<file path="src/rtl/circuito_jogo_param.sv">
// Memory-sequence game core: plays back a stored move sequence on the LEDs,
// checks the player's repetition and grows the sequence by one move per round.
module circuito_jogo_param #(
    parameter int N_CHAVES       = 4,
    parameter int MAX_RODADAS    = 16,
    parameter int TIMEOUT_CICLOS = 5000,
    parameter int MOSTRA_CICLOS  = 1000
) (
    input  logic                clock,
    input  logic                reset,
    input  logic                iniciar,
    input  logic                modo,
    input  logic [N_CHAVES-1:0] chaves,
    output logic [N_CHAVES-1:0] leds,
    output logic                ganhou,
    output logic                perdeu,
    output logic                pronto,
    output logic [3:0]          db_estado,
    output logic [5:0]          db_rodada,
    output logic [5:0]          db_endereco,
    output logic [N_CHAVES-1:0] db_jogada,
    output logic                db_grava,
    output logic                db_timeout
);

    localparam int AW      = (MAX_RODADAS > 1) ? $clog2(MAX_RODADAS) : 1;
    localparam int CNT_MAX = (TIMEOUT_CICLOS > MOSTRA_CICLOS) ? TIMEOUT_CICLOS : MOSTRA_CICLOS;
    localparam int CW      = $clog2(CNT_MAX + 1);

    typedef enum logic [3:0] {
        INICIAL        = 4'h0,
        PREPARACAO     = 4'h1,
        MOSTRA_LIGA    = 4'h2,
        MOSTRA_DESLIGA = 4'h3,
        ESPERA_JOGADA  = 4'h4,
        COMPARA        = 4'h5,
        PROXIMA_JOGADA = 4'h6,
        FIM_RODADA     = 4'h7,
        ESPERA_ESCRITA = 4'h8,
        ESCREVE        = 4'h9,
        FIM_GANHOU     = 4'hA,
        FIM_PERDEU     = 4'hE
    } estado_t;

    estado_t             estado_q, estado_d;
    logic [5:0]          rodada_q, rodada_d;
    logic [5:0]          endereco_q, endereco_d;
    logic                modo_q, modo_d;
    logic                tout_q, tout_d;
    logic [N_CHAVES-1:0] jogada_q, jogada_d;
    logic                tecla_q;
    logic [15:0]         lfsr_q;
    logic [CW-1:0]       cnt_q, cnt_d;

    logic [N_CHAVES-1:0] mem_q [MAX_RODADAS];
    logic [N_CHAVES-1:0] rdata, wdata, move;
    logic [5:0]          waddr;
    logic                grava;
    logic [3:0]          mv_idx;
    logic                jogada, fim_mostra, timeout_hit, fim_seq;

    assign jogada      = (|chaves) & ~tecla_q;
    assign mv_idx      = 4'({29'd0, lfsr_q[2:0]} % N_CHAVES);
    assign move        = {{(N_CHAVES-1){1'b0}}, 1'b1} << mv_idx;
    assign rdata       = mem_q[endereco_q[AW-1:0]];
    assign fim_mostra  = (cnt_q == CW'(MOSTRA_CICLOS - 1));
    assign timeout_hit = (cnt_q == CW'(TIMEOUT_CICLOS - 1));
    assign fim_seq     = (endereco_q == rodada_q);

    always_comb begin
        estado_d   = estado_q;
        rodada_d   = rodada_q;
        endereco_d = endereco_q;
        modo_d     = modo_q;
        tout_d     = tout_q;
        jogada_d   = jogada_q;
        leds       = '0;
        grava      = 1'b0;
        waddr      = rodada_q + 6'd1;
        wdata      = move;
        case (estado_q)
            INICIAL: if (iniciar) estado_d = PREPARACAO;
            PREPARACAO: begin
                rodada_d   = '0;
                endereco_d = '0;
                tout_d     = 1'b0;
                modo_d     = modo;
                grava      = 1'b1;
                waddr      = '0;
                estado_d   = MOSTRA_LIGA;
            end
            MOSTRA_LIGA: begin
                leds = rdata;
                if (fim_mostra) estado_d = MOSTRA_DESLIGA;
            end
            MOSTRA_DESLIGA: if (fim_mostra) begin
                if (fim_seq) begin
                    endereco_d = '0;
                    estado_d   = ESPERA_JOGADA;
                end else begin
                    endereco_d = endereco_q + 6'd1;
                    estado_d   = MOSTRA_LIGA;
                end
            end
            ESPERA_JOGADA, ESPERA_ESCRITA: begin
                // A key press in the last counted cycle beats the timeout.
                if (jogada) begin
                    jogada_d = chaves;
                    estado_d = (estado_q == ESPERA_JOGADA) ? COMPARA : ESCREVE;
                end else if (timeout_hit) begin
                    tout_d   = 1'b1;
                    estado_d = FIM_PERDEU;
                end
            end
            COMPARA: begin
                if (jogada_q != rdata) estado_d = FIM_PERDEU;
                else if (fim_seq)      estado_d = FIM_RODADA;
                else                   estado_d = PROXIMA_JOGADA;
            end
            PROXIMA_JOGADA: begin
                endereco_d = endereco_q + 6'd1;
                estado_d   = ESPERA_JOGADA;
            end
            FIM_RODADA: begin
                if (rodada_q == 6'(MAX_RODADAS - 1)) begin
                    estado_d = FIM_GANHOU;
                end else if (!modo_q) begin
                    grava      = 1'b1;
                    rodada_d   = rodada_q + 6'd1;
                    endereco_d = '0;
                    estado_d   = MOSTRA_LIGA;
                end else begin
                    estado_d = ESPERA_ESCRITA;
                end
            end
            ESCREVE: begin
                grava      = 1'b1;
                wdata      = jogada_q;
                rodada_d   = rodada_q + 6'd1;
                endereco_d = '0;
                estado_d   = MOSTRA_LIGA;
            end
            FIM_GANHOU, FIM_PERDEU: if (iniciar) estado_d = PREPARACAO;
            default: estado_d = INICIAL;
        endcase
        // One counter serves both display phases and entry timeout; restarts on any state change.
        cnt_d = (estado_d != estado_q) ? '0 : cnt_q + 1'b1;
    end

    always_ff @(posedge clock or posedge reset) begin
        if (reset) begin
            estado_q   <= INICIAL;
            rodada_q   <= '0;
            endereco_q <= '0;
            modo_q     <= 1'b0;
            tout_q     <= 1'b0;
            jogada_q   <= '0;
            tecla_q    <= 1'b0;
            lfsr_q     <= 16'hACE1;
            cnt_q      <= '0;
        end else begin
            estado_q   <= estado_d;
            rodada_q   <= rodada_d;
            endereco_q <= endereco_d;
            modo_q     <= modo_d;
            tout_q     <= tout_d;
            jogada_q   <= jogada_d;
            tecla_q    <= |chaves;
            lfsr_q     <= {lfsr_q[14:0], lfsr_q[15] ^ lfsr_q[13] ^ lfsr_q[12] ^ lfsr_q[10]};
            cnt_q      <= cnt_d;
        end
    end

    always_ff @(posedge clock) begin
        if (grava) mem_q[waddr[AW-1:0]] <= wdata;
    end

    assign ganhou      = (estado_q == FIM_GANHOU);
    assign perdeu      = (estado_q == FIM_PERDEU);
    assign pronto      = ganhou | perdeu;
    assign db_estado   = estado_q;
    assign db_rodada   = rodada_q;
    assign db_endereco = endereco_q;
    assign db_jogada   = jogada_q;
    assign db_grava    = grava;
    assign db_timeout  = tout_q;

endmodule

</file>
<file path="config.mk">
export PLATFORM = sky130hd
export DESIGN_NAME = circuito_jogo_param
export DESIGN_NICKNAME = d
export VERILOG_FILES = /design/src/rtl/circuito_jogo_param.sv
export SDC_FILE = /design/constraint.sdc
export NUM_CORES = 1
export LEC_CHECK = 0
export BUFFER_PORTS_ARGS = -buffer_cell sky130_fd_sc_hd__buf_4
export CORE_ASPECT_RATIO = 0.7
export CORE_MARGIN = 2
export CORE_UTILIZATION = 32
export CTS_BUF_LIST = sky130_fd_sc_hd__clkbuf_4 sky130_fd_sc_hd__clkbuf_8
export CTS_CLUSTER_SIZE = 16
export DETAILED_ROUTE_END_ITERATION = 8
export PLACE_DENSITY = 0.45
export SETUP_SLACK_MARGIN = 0.05
export SYNTH_ARGS = -nofsm -noshare
export SYNTH_HDL_FRONTEND = slang
export SYNTH_SLANG_ARGS = --single-unit
</file>
<file path="constraint.sdc">
create_clock -name clock -period 7.1 [get_ports clock]
set_input_delay 1.775 -clock clock [delete_from_list [all_inputs] [get_ports clock]]
set_output_delay 1.775 -clock clock [all_outputs]
set_load 0.05 [all_outputs]
</file>
# == Yosys cells after proc, flatten, opt, wreduce, memory -nomap -nowiden ==
# Memories as Yosys holds them, arrays and structs flattened.
# Index checks and enable logic that the tools add are counted.
# Widths: inputs -> output; s select.
# totals
out_inout_bits,29
reg_bits,52
mem_bits_rw,64
n_memories,1
inputBits,8
wordCells,86
# op_classes
n_mux,32
n_eq_ne,22
reduce_logical,12
n_addsub,3
bitwise,6
shift,1
# memory_table
name,depth,word_bits,rd,rd_clocked_by_memory_dff,wr,line_no,rtl
mem_q,16,4,1,0,1,55,logic [N_CHAVES-1:0] mem_q [MAX_RODADAS];
# ops
op,n
$mux 4,12
$mux 6,6
$pmux 4 s8,1
$pmux 6 s4,1
$pmux 6 s3,1
$eq 4x3->1 const B,4
$eq 4x4->1 const B,4
$add 13x1->13 const B,1
$eq 13x10->1 const B,1
$eq 13x13->1 const B,1
$mux 13,1
$add 6x1->6 const B,2
$ne 2x2->1 const B,5
$eq 4x2->1 const B,2
$ne 4x4->1,2
$mux 1,7
$eq 6x4->1 const B,1
$eq 6x6->1,1
$reduce_and 3->1,2
$eq 4x1->1 const B,1
$logic_not 4->1,1
$pmux 1 s2,2
$reduce_and 4->1,1
$reduce_bool 4->1,1
other kinds (12),15

# == Depth between registers and ports, before layout ==
# depth
ltp_word,6
mapped_depth,11
mapped_depth_nobuf,8

# == Worst setup path after synthesis ==
# No wires, ideal clock.
# synth_path
kind,register -> output
startpoint,register endereco_q[1] (netlist: db_endereco[1])
endpoint,output leds[2]
path_buffers,3
arrival_time_ps,2991
path_stages_with_launch,8
path_slack_ps,2334
required_ps,5325
path_cell_list,dfrtp_1 -> buf_6 -> buf_12 -> buf_6 -> mux2i_1 -> mux4_2 -> and2_1 -> a211oi_1
# synth_via
elab_chain_len,2
# synth_rtl
item,line_no,rtl
start: declaration,47,"logic [5:0] endereco_q, endereco_d;"
start signal: assignment,164,endereco_q <= endereco_d;
$mem_v2 16x4,--,
$mux 4,81,case (estado_q)
end: declaration,14,"output logic [N_CHAVES-1:0] leds,"
# No other way between the ends.

# == Worst setup path after layout ==
# layout_path
startpoint,register endereco_q[2] (netlist: db_endereco[2])
endpoint,output leds[2]
# Same word-level chain as after synthesis.

==> key figures <==
Run status
  – Status: complete, no violations

Routing
  – 1st-iter DRT viols: about 300
  – Routed length per instance: between 15 and 20 um
  – Via count: between 3000 and 4000
  – Post-route ant nets: 0
  – WL final: ~14000 um
  – DRC viols: 0
  – Vias per cell: slightly above 5
  – Initial DRT Pass Iterations: 4

Layout
  – Layout cells sized above 1: between 20% and 30%
  – ANT cells: 0
  – Layout Nets: between 500 and 600
  – Commonest non-fill, non-tap cells in the layout: 64 x edfxtp_1, 44 x dfrtp_1, 41 x buf_4, 37 x nor2_1, 32 x nand2_1
  – Post-layout util: between 30% and 40%
  – Layout area overhead: 14.9%
  – Commonest non-fill, non-tap cell in the layout: edfxtp_1
  – Fillers: roughly 1700

CTS
  – Clock H-tree levels: 4
  – Post-CTS resize count: 0
  – Post-CTS setup repair buffer count: 0
  – CTS tree: yes
  – Clock root cell: clkbuf_8
  – Total CTS buffers: 17
  – Clk Latency, worst-skew pair: 0.44 ns
  – Clock-pin slew on the worst setup and hold paths: about 0.080 ns
  – Clk sinks: roughly 120
  – Clock Tree Buf Depth: 2
  – Cts hold-fix bufs: 0

Critical path
  – Critical path type: register to primary output
  – Max incr delay on CP: 1.09 ns
  – CP max-delay cell: dfrtp_1
  – Crit path max-delay family: flip-flops
  – Worst setup EP type: primary output
  – Worst-path cell chain: mux4_1 > mux2i_1 > a211oi_1 > buf_4
  – Worst setup SP type: register
  – Worst path required time: 5.33 ns
  – CP bufs+invs: 1
  – Crit-path max FO: 28
  – Worst path arrival time: 2.80 ns

Timing
  – Final WS setup: ~2.5 ns
  – Slew Limit Headroom: 18.4%
  – Post-layout minimum cycle time: around 4.6 ns
  – Worst Tran Pin Value: 1.22 ns
  – Final TNS setup: 0 ns
  – RSZ-0062 raised after global routing: no
  – Pins Over Slew Limit: 0
  – Fin crit share: approximately 64%
  – Endpoints failing hold: 0
  – Maximum clock rate: roughly 220 MHz
  – Clk_skew: 0.0113 ns
  – Finish-stage setup viols: 0
  – Worst Hold Slack: about 0.35 ns

Synth
  – #FFs+latches synth: 116
  – Synthesized area: around 5700 um^2
  – Number of synthesis warnings: 0
  – EDFF count, synth: 64
  – Post-synth cell types: 63
  – Ys flop type: edfxtp_1
  – Avg Inst Size Synth: about 13 um^2
  – Syn Inst Count: ~450
  – Asr flop ratio synth: between 40% and 50%
  – Top-area cell type share of the netlist area: 33.9%
  – Top cells by area, synth: edfxtp_1 34%, dfrtp_1 19%, dfstp_2 3.7%
  – Seq/Total Area, Yosys: between 50% and 60%
  – Syn Nets: between 400 and 500
  – Cell taking the most area after synthesis: edfxtp_1

Floorplanning
  – Row cnt: 40
  – Die area: 18800 um^2
  – Die Y-Extent: ~120 um
  – Die W: roughly 160 um
  – Number of I/O pins: 37
  – Core area: 17300 um^2
  – Initial cell density of the core: roughly a third

Placement
  – Input/output buffers: 36
  – Routability cong.: ~0.76
  – Pre-CTS WS: ~2.1 ns
  – Detailed Place HPWL: 9550 um

Global routing
  – Largest net degree at the start of global routing: 53
  – Grt ovf: 0
  – Initial antenna violation count: 0
  – Number of global-route vias before repair: around 3600
  – Total track usage: around 16%
  – First-pass GRT wire length: 21500 um

Power and ir drop
  – Pwr Density: approximately 260 nW/um^2
  – Maximum vdd drop: between 0.1 and 0.15 mV
  – P_leak: approximately 0.0023 uW

Flow run
  – Max_cap viols: 0

Hold path
  – Hold Path Class: register to register
## synth_stat cells, types with 4 or more instances
cell       n
nor2_1    37
nor2b_1    7
nor3_2    10
nand3_1   19
o21ai_0   20
nand2_1   32
xnor2_1   13
and3_1     4
mux2_2    10
mux2i_1   21
mux4_1     5
and4_1     4
dfrtp_1   44
dfstp_2    8
nand2b_1  12
o31ai_1    5
nor3b_1    4
xor2_1    21
a21oi_1   10
buf_4      5
mux4_2     6
nand4_1    4
edfxtp_1  64
inv_1     13
nor3_1     7
clkbuf_1   8
## cells by family after synthesis
kind of cell	share of synthesized area, %
AND/OR/NAND/NOR	15.1
flip-flops	57.1
AO/OA/AOI/OAI	7.82
multiplexers	10.4
XOR/XNOR	5.54
buffers and inverters	3.42
adder cells (fa/ha/maj)	0.663
## path summary, 6_finish.rpt
path	start	slack, ns	depth (start not counted)	endpoint
max in group asynchronous	reset	5.12	3	cnt_q[5]$_DFF_PP0_
setup reg to reg	db_endereco[2]$_DFFE_PP0P_	3.43	7	cnt_q[2]$_DFF_PP0_
setup / recovery	db_endereco[2]$_DFFE_PP0P_	2.52	4	leds[2]
min in group asynchronous	reset	1.51	3	lfsr_q[9]$_DFF_PP0_
hold reg to reg	lfsr_q[8]$_DFF_PP0_	0.35	0	lfsr_q[9]$_DFF_PP0_
hold / removal	lfsr_q[8]$_DFF_PP0_	0.35	0	lfsr_q[9]$_DFF_PP0_
## state kept, by name, indices dropped and copies added, names as in the netlist
| register | cells |
|---|---|
| cnt_q | 13 |
| db_endereco | 6 |
| db_estado | 4 |
| db_jogada | 4 |
| db_rodada | 6 |
| db_timeout | 1 |
| lfsr_q | 16 |
| mem_q | 64 |
| modo_q | 1 |
| tecla_q | 1 |
## area by class of cell
type                            count  area (um^2)  area share (%)
Clock inverter                     14          151            2.33
Multi-Input combinational cell    302         2240            34.4
Tap cell                          231          289            4.44
Sequential cell                   116         3230            49.7
Inverter                           13         48.8           0.750
Clock buffer                       18          241            3.71
Timing Repair Buffer               41          308            4.73
## worst register-to-register path, cell delays in order, from the launching register on
cell,delay [ns]
dfrtp_1,1.09
mux4_1,0.49
mux2i_1,0.39
xor2_1,0.12
a32o_1,0.30
a41o_2,0.25
xnor2_2,0.71
nor3_1,0.15
## power by group
group          leakage (uW)  internal [uW]  switching [uW]
logic              0.000956           84.9             204
registers           0.00120            721            49.5
clock network      0.000188            320             297
## per-stage QoR
stage,instance area [um^2],total power (uW),cells
2_1_floorplan,5660,1020,453
3_3_place_gp,6120,1070,703
3_5_place_dp,6120,1070,703
4_1_cts,6510,1690,735
5_1_grt,6510,1750,735
6_report,6510,1680,735
## routing by layer
layer  global-route usage (%)  routed length (um)  up-vias
li1                         -                   -     1756
met1                     24.7                7680     1842
met2                     20.2                5410       92
met3                     4.80                 612       14
met4                     4.07                 148        0
met5                        0                   0        -
(Power assumes the default switching activity.)
